[config.mk]
export PLATFORM = sky130hd
export DESIGN_NAME = frame_sync_stream_mux_flat
export DESIGN_NICKNAME = d
export VERILOG_FILES = /design/src/rtl/frame_sync_stream_mux_pkg.sv /design/src/rtl/frame_sync_stream_mux_if.sv /design/src/rtl/axis_skid_buffer.sv /design/src/rtl/frame_sync_stream_mux.sv /design/src/flat_wrapper.sv
export SDC_FILE = /design/constraint.sdc
export NUM_CORES = 1
export LEC_CHECK = 0
export CAP_MARGIN = 20
export CORE_UTILIZATION = 46
export DETAILED_ROUTE_END_ITERATION = 6
export PLACE_DENSITY = 0.84
export SKIP_CTS_REPAIR_TIMING = 1
export SKIP_LAST_GASP = 1
export SLEW_MARGIN = 20
export SYNTH_ARGS = -nofsm -noshare
export SYNTH_HDL_FRONTEND = slang
export SYNTH_HIERARCHICAL = 1
export SYNTH_SLANG_ARGS = --single-unit
[constraint.sdc]
create_clock -name clk -period 9.5 [get_ports clk]
set_input_delay 1.425 -clock clk [delete_from_list [all_inputs] [get_ports clk]]
set_output_delay 1.425 -clock clk [all_outputs]
set_load 0.01 [all_outputs]
[src/rtl/frame_sync_stream_mux_pkg.sv]
// Shared types and constants for the frame-synchronous stream mux.
package frame_sync_stream_mux_pkg;

  localparam int unsigned NUM_IN      = 3;
  localparam logic [1:0]  SEL_INVALID = 2'd3;

  typedef enum logic {
    WAIT_SOF = 1'b0,
    PASS     = 1'b1
  } state_t;

endpackage

[src/rtl/frame_sync_stream_mux_if.sv]
// Pixel stream bundle with frame markers; LANES streams packed side by side.
interface frame_sync_stream_mux_if #(
  parameter int unsigned DATA_W = 24,
  parameter int unsigned LANES  = 1
);

  logic [LANES*DATA_W-1:0] data;
  logic [LANES-1:0]        valid;
  logic [LANES-1:0]        ready;
  logic [LANES-1:0]        sof;
  logic [LANES-1:0]        eof;

  modport master (output data, output valid, output sof, output eof, input ready);
  modport slave  (input data, input valid, input sof, input eof, output ready);

endinterface

[src/rtl/axis_skid_buffer.sv]
// Two-entry skid buffer: registered output, registered input ready, 1-cycle latency.
module axis_skid_buffer #(
  parameter int unsigned WIDTH = 26
) (
  input  logic             clk,
  input  logic             reset,
  input  logic             i_valid,
  input  logic [WIDTH-1:0] i_data,
  output logic             o_ready,
  output logic             o_valid,
  output logic [WIDTH-1:0] o_data,
  input  logic             i_ready
);

  logic             r_out_valid;
  logic             r_skid_valid;
  logic [WIDTH-1:0] r_out_data;
  logic [WIDTH-1:0] r_skid_data;
  logic             w_in_fire;
  logic             w_out_free;

  assign o_ready    = !r_skid_valid;
  assign o_valid    = r_out_valid;
  assign o_data     = r_out_data;
  assign w_in_fire  = i_valid && !r_skid_valid;
  assign w_out_free = !r_out_valid || i_ready;

  // Skid entry only fills when a beat arrives while the output is stalled.
  always_ff @(posedge clk) begin
    if (reset) begin
      r_out_valid  <= 1'b0;
      r_skid_valid <= 1'b0;
    end else if (w_out_free) begin
      if (r_skid_valid) begin
        r_out_valid  <= 1'b1;
        r_skid_valid <= 1'b0;
      end else begin
        r_out_valid  <= w_in_fire;
      end
    end else if (w_in_fire) begin
      r_skid_valid <= 1'b1;
    end
  end

  always_ff @(posedge clk) begin
    if (w_out_free) begin
      if (r_skid_valid) begin
        r_out_data <= r_skid_data;
      end else if (w_in_fire) begin
        r_out_data <= i_data;
      end
    end else if (w_in_fire) begin
      r_skid_data <= i_data;
    end
  end

endmodule

[src/rtl/frame_sync_stream_mux.sv]
// Frame-aligned 3:1 stream mux; input switches only take effect at a start of frame.
// Optional frame counter output enabled by FRAME_SYNC_STREAM_MUX_FRAME_CNT_EN.
module frame_sync_stream_mux
  import frame_sync_stream_mux_pkg::*;
#(
  parameter int unsigned DATA_W = 24,
  parameter int unsigned NUM_IN = frame_sync_stream_mux_pkg::NUM_IN
) (
  input  logic                    clk,
  input  logic                    reset,
  input  logic [1:0]              sel,
  frame_sync_stream_mux_if.slave  s,
  frame_sync_stream_mux_if.master m,
  output logic [1:0]              active_sel
`ifdef FRAME_SYNC_STREAM_MUX_FRAME_CNT_EN
  ,
  output logic [15:0]             frame_cnt
`endif
);

  localparam int unsigned SKID_W = DATA_W + 2;

  state_t              r_state;
  state_t              w_state_nxt;
  logic [1:0]          r_active_sel;
  logic [1:0]          w_active_sel_nxt;
  logic                w_fwd;
  logic                w_sel_ready;
  logic [DATA_W-1:0]   w_sel_data;
  logic                w_sel_valid;
  logic                w_sel_sof;
  logic                w_sel_eof;
  logic                w_skid_in_valid;
  logic                w_skid_in_ready;
  logic                w_skid_out_valid;
  logic [SKID_W-1:0]   w_skid_out_data;

  assign w_sel_data  = s.data[32'(r_active_sel)*DATA_W +: DATA_W];
  assign w_sel_valid = s.valid[r_active_sel];
  assign w_sel_sof   = s.sof[r_active_sel];
  assign w_sel_eof   = s.eof[r_active_sel];

  // Next state; the SOF beat that opens a frame also freezes active_sel.
  always_comb begin
    w_state_nxt      = r_state;
    w_active_sel_nxt = r_active_sel;
    w_fwd            = 1'b0;
    w_sel_ready      = 1'b1;
    case (r_state)
      WAIT_SOF: begin
        w_fwd = w_sel_sof;
        if (w_sel_sof) begin
          w_sel_ready = w_skid_in_ready;
        end
        if (w_sel_valid && w_sel_sof && w_skid_in_ready && !w_sel_eof) begin
          w_state_nxt = PASS;
        end else if (sel != SEL_INVALID) begin
          w_active_sel_nxt = sel;
        end
      end
      PASS: begin
        w_fwd       = 1'b1;
        w_sel_ready = w_skid_in_ready;
        if (w_sel_valid && w_skid_in_ready && w_sel_eof) begin
          w_state_nxt = WAIT_SOF;
        end
      end
      default: w_state_nxt = WAIT_SOF;
    endcase
  end

  always_ff @(posedge clk) begin
    if (reset) begin
      r_state      <= WAIT_SOF;
      r_active_sel <= 2'd0;
    end else begin
      r_state      <= w_state_nxt;
      r_active_sel <= w_active_sel_nxt;
    end
  end

  // Unselected inputs are always drained; nothing is accepted while in reset.
  always_comb begin
    s.ready = '0;
    for (int unsigned i = 0; i < NUM_IN; i++) begin
      s.ready[i] = !reset && ((2'(i) == r_active_sel) ? w_sel_ready : 1'b1);
    end
  end

  assign w_skid_in_valid = w_sel_valid && w_fwd && !reset;

  axis_skid_buffer #(
    .WIDTH (SKID_W)
  ) u_skid (
    .clk     (clk),
    .reset   (reset),
    .i_valid (w_skid_in_valid),
    .i_data  ({w_sel_data, w_sel_sof, w_sel_eof}),
    .o_ready (w_skid_in_ready),
    .o_valid (w_skid_out_valid),
    .o_data  (w_skid_out_data),
    .i_ready (m.ready)
  );

  assign m.valid    = w_skid_out_valid;
  assign m.data     = w_skid_out_data[SKID_W-1:2];
  assign m.sof      = w_skid_out_data[1];
  assign m.eof      = w_skid_out_data[0];
  assign active_sel = r_active_sel;

`ifdef FRAME_SYNC_STREAM_MUX_FRAME_CNT_EN
  logic [15:0] r_frame_cnt;

  always_ff @(posedge clk) begin
    if (reset) begin
      r_frame_cnt <= 16'd0;
    end else if (w_skid_out_valid && m.ready && w_skid_out_data[0]) begin
      r_frame_cnt <= r_frame_cnt + 16'd1;
    end
  end

  assign frame_cnt = r_frame_cnt;
`endif

endmodule

[src/flat_wrapper.sv]
// flat-port wrapper written by rule: the top's interface ports become plain ports
module frame_sync_stream_mux_flat import frame_sync_stream_mux_pkg::*;
#(
  parameter int unsigned DATA_W = 24,
  parameter int unsigned NUM_IN = frame_sync_stream_mux_pkg::NUM_IN
)
  (clk, reset, sel, active_sel, s_data, s_valid, s_sof, s_eof, s_ready, m_data, m_valid, m_sof, m_eof, m_ready);
  frame_sync_stream_mux_if #(.DATA_W(DATA_W), .LANES(3)) s_i ();
  frame_sync_stream_mux_if #(.DATA_W(DATA_W), .LANES(1)) m_i ();
  input  logic clk;
  input  logic reset;
  input  logic [1:0] sel;
  output logic [1:0] active_sel;
  input wire logic [$bits(s_i.data)-1:0] s_data;
  input wire logic [$bits(s_i.valid)-1:0] s_valid;
  input wire logic [$bits(s_i.sof)-1:0] s_sof;
  input wire logic [$bits(s_i.eof)-1:0] s_eof;
  output wire logic [$bits(s_i.ready)-1:0] s_ready;
  output wire logic [$bits(m_i.data)-1:0] m_data;
  output wire logic [$bits(m_i.valid)-1:0] m_valid;
  output wire logic [$bits(m_i.sof)-1:0] m_sof;
  output wire logic [$bits(m_i.eof)-1:0] m_eof;
  input wire logic [$bits(m_i.ready)-1:0] m_ready;
  assign s_i.data = s_data;
  assign s_i.valid = s_valid;
  assign s_i.sof = s_sof;
  assign s_i.eof = s_eof;
  assign s_ready = s_i.ready;
  assign m_data = m_i.data;
  assign m_valid = m_i.valid;
  assign m_sof = m_i.sof;
  assign m_eof = m_i.eof;
  assign m_i.ready = m_ready;
  frame_sync_stream_mux #(.DATA_W(DATA_W), .NUM_IN(NUM_IN)) u_core (.clk(clk), .reset(reset), .sel(sel), .s(s_i), .m(m_i), .active_sel(active_sel));
endmodule
==> metrics <==
ys async rst share 0%; Area Overhead vs Synth 48.0%; RR Startpoint u_core/active_sel[1]; R2R setup slack 5.49 ns; crit path capture s_ready[1]; crit path max fanout 5; Slew Viols, Final 0; later-pin clock latency in the skew report slightly above 0.3 ns; Reg clk slew, reported paths ~0.060 ns; Mapped Cells just over 200; Die W roughly 80 um; minimum clock period 4.77 ns; final setup fails 0; post-route ant nets 0; num rows 28; wire length per cell about 15 um; critical path launch point type primary input; core area about 6000 um^2; FILL cells around 450; CTS tree yes; CP max stage delay 0.55 ns; worst slack, placed 4.75 ns; DRT iter0 DRCs 70; Port Buffer Count 117; max capacitance violation total 0; Ys Warns 6; most frequent cells in the layout clkdlybuf4s50_1, edfxtp_1, mux2i_1; RSZ-0062 raised after global routing no; GP Congestion between 0.8 and 0.9; Hold Fails Final Rpt 0; status completed; clk sink count between 50 and 60; Syn Area/Cell 13.8 um^2; Synth area leaders edfxtp_1, mux2_4, mux2i_1, o21ai_0, dfxtp_1; share of layout cells above drive strength 1 about an eighth; most frequent CP cell clkdlybuf4s50_1; Hold Path Cell Cnt 1; clock skew about 0.0076 ns; WP data arrival ~3.4 ns; vias per cell ~5.2; Seq/Total Area, Yosys 59.0%; Yosys reg bits 57; LEAKAGE around 0.0014 uW; Reg area 1660 um^2; total grt overflow 0; Crit-path slowest cell clkdlybuf4s50_1; Mapped Area roughly 2800 um^2; final worst slack roughly 4.7 ns; crit path kind primary input to primary output; final wirelength between 6000 and 7000 um; setup TNS 0 ns; Critical Path RT 8.08 ns; post-synth top area cell edfxtp_1; Multi-input gate area between 1000 and 1500 um^2; measured slew at the worst slew-check pin slightly above 1 ns; Die H 80.2 um; Post-synth EDFFs 52; Yosys cell types 28; worst r2r path cells 7; fmax about 0.21 GHz; CTS root buffer clkbuf_8; die area roughly 6400 um^2; DRC 0; most common cell after layout, fill and taps aside clkdlybuf4s50_1; final net count 407; clk buf depth 2; Hold Crit Class register to register; DR pass1 iterations 4; RR Endpoint u_core/u_skid/r_skid_data[7]; dpl cells between 300 and 400; dominant synthesized flop cell edfxtp_1; Max H-tree Level 3; global-route wire length before repair about 9900 um; Initial Util between 40% and 50%; Final Cell Area approximately 4200 um^2; top-area cell type share of the netlist area 55.5%; Peak VDD IR slightly above 0.00008 V; IO Pins between 100 and 150; initial antenna violation count 0; post-DP HPWL 4450 um; CP endpoint kind primary output; Slew HR around a third; Non-Filler Instances between 300 and 400; Antenna diodes 0; Layout Utilization a little over two thirds; cell area after placement ~4000 um^2; Vias ~2100; GRT Total Usage around a fifth; pwr dens ~150 nW/um^2; TritonCTS Buffers 9; worst setup path start s_sof[1]; fin crit share ~50%; syn nets 290; vias in the first global route about 2200; crit-path cells clkdlybuf4s50_1, mux2i_1, a2bb2oi_1, inv_2, o211a_1, a21oi_1, clkdlybuf4s50_1; largest net degree at the start of global routing 33
-- synthesized netlist by cell type, drive strengths merged, types with 2 or more instances --
| library cell | count |
|---|---|
| nor2 | 6 |
| o21ai | 26 |
| o41ai | 2 |
| nand2 | 24 |
| a21oi | 3 |
| a221oi | 2 |
| buf | 7 |
| inv | 5 |
| mux2i | 27 |
| nor3 | 2 |
| clkbuf | 5 |
| o21a | 2 |
| edfxtp | 52 |
| mux2 | 26 |
| dfxtp | 5 |
-- layout make-up --
class / instances / area share (%)
Clock buffer: 12 / 3.24
Multi-Input combinational cell: 130 / 25.7
Clock inverter: 2 / 0.180
Timing Repair Buffer: 118 / 28.3
Tap cell: 75 / 2.25
Sequential cell: 57 / 39.9
Inverter: 5 / 0.450
-- layer usage --
layer | up-vias | wire, um | global-route usage, %
met3 | 7 | 367 | 4.66
met2 | 78 | 3250 | 37.9
li1 | 1003 | - | -
met5 | - | 0 | 0
met1 | 978 | 2490 | 22.3
met4 | 0 | 59 | 7.86
-- worst max-delay path: cells and delay by family --
kind                   cells  cell delay [ns]
buffers and inverters      3             1.06
AO/OA/AOI/OAI              3             0.71
multiplexers               1             0.14
-- per-stage QoR --
| step | hold WS, ns | power, uW |
|---|---|---|
| finish | 0.542 | 629 |
| CTS | 0.544 | 633 |
| global placement | 0.529 | 455 |
| detailed placement | 0.535 | 462 |
| floorplan | 0.527 | 390 |
| global route | 0.552 | 660 |
-- worst min path at each step --
| stage | slack [ns] | startpoint | to |
|---|---|---|---|
| 6_report | 0.54 | u_core/u_skid/r_skid_data[6] | u_core/u_skid/o_data[6] |
| 5_1_grt | 0.55 | u_core/u_skid/r_skid_data[6] | u_core/u_skid/o_data[6] |
| 4_1_cts | 0.54 | u_core/u_skid/r_skid_data[6] | u_core/u_skid/o_data[6] |
| 3_5_place_dp | 0.53 | u_core/u_skid/r_skid_data[13] | u_core/u_skid/o_data[13] |
| 3_3_place_gp | 0.53 | u_core/u_skid/r_skid_data[12] | u_core/u_skid/o_data[12] |
| 2_1_floorplan | 0.53 | u_core/u_skid/r_skid_data[0] | u_core/u_skid/o_data[0] |
-- cells by family (layout without fill, tap and decap cells) --
kind of cell | after synthesis | after routing | share of synthesized area, %
flip-flops | 57 | 57 | 59.0
multiplexers | 53 | 53 | 23.5
AO/OA/AOI/OAI | 40 | 40 | 8.44
AND/OR/NAND/NOR | 37 | 37 | 5.60
buffers and inverters | 17 | 137 | 3.47
-- sequential cells by signal (all words and copies together), names as in the netlist --
signal	cells
u_core/u_skid/r_skid_data	26
u_core/r_state	1
u_core/u_skid/o_valid	1
u_core/u_skid/o_data	26
u_core/u_skid/r_skid_valid	1
u_core/active_sel	2
-- report_power, final --
part           total (uW)  leakage [uW]  internal (uW)  switching [uW]
Sequential            312      0.000516            297            14.7
Clock                 172     0.0000714           90.2            82.1
Combinational         145      0.000844           91.7            53.2
Total                 629       0.00143            479             150
(Power assumes the default switching activity.)
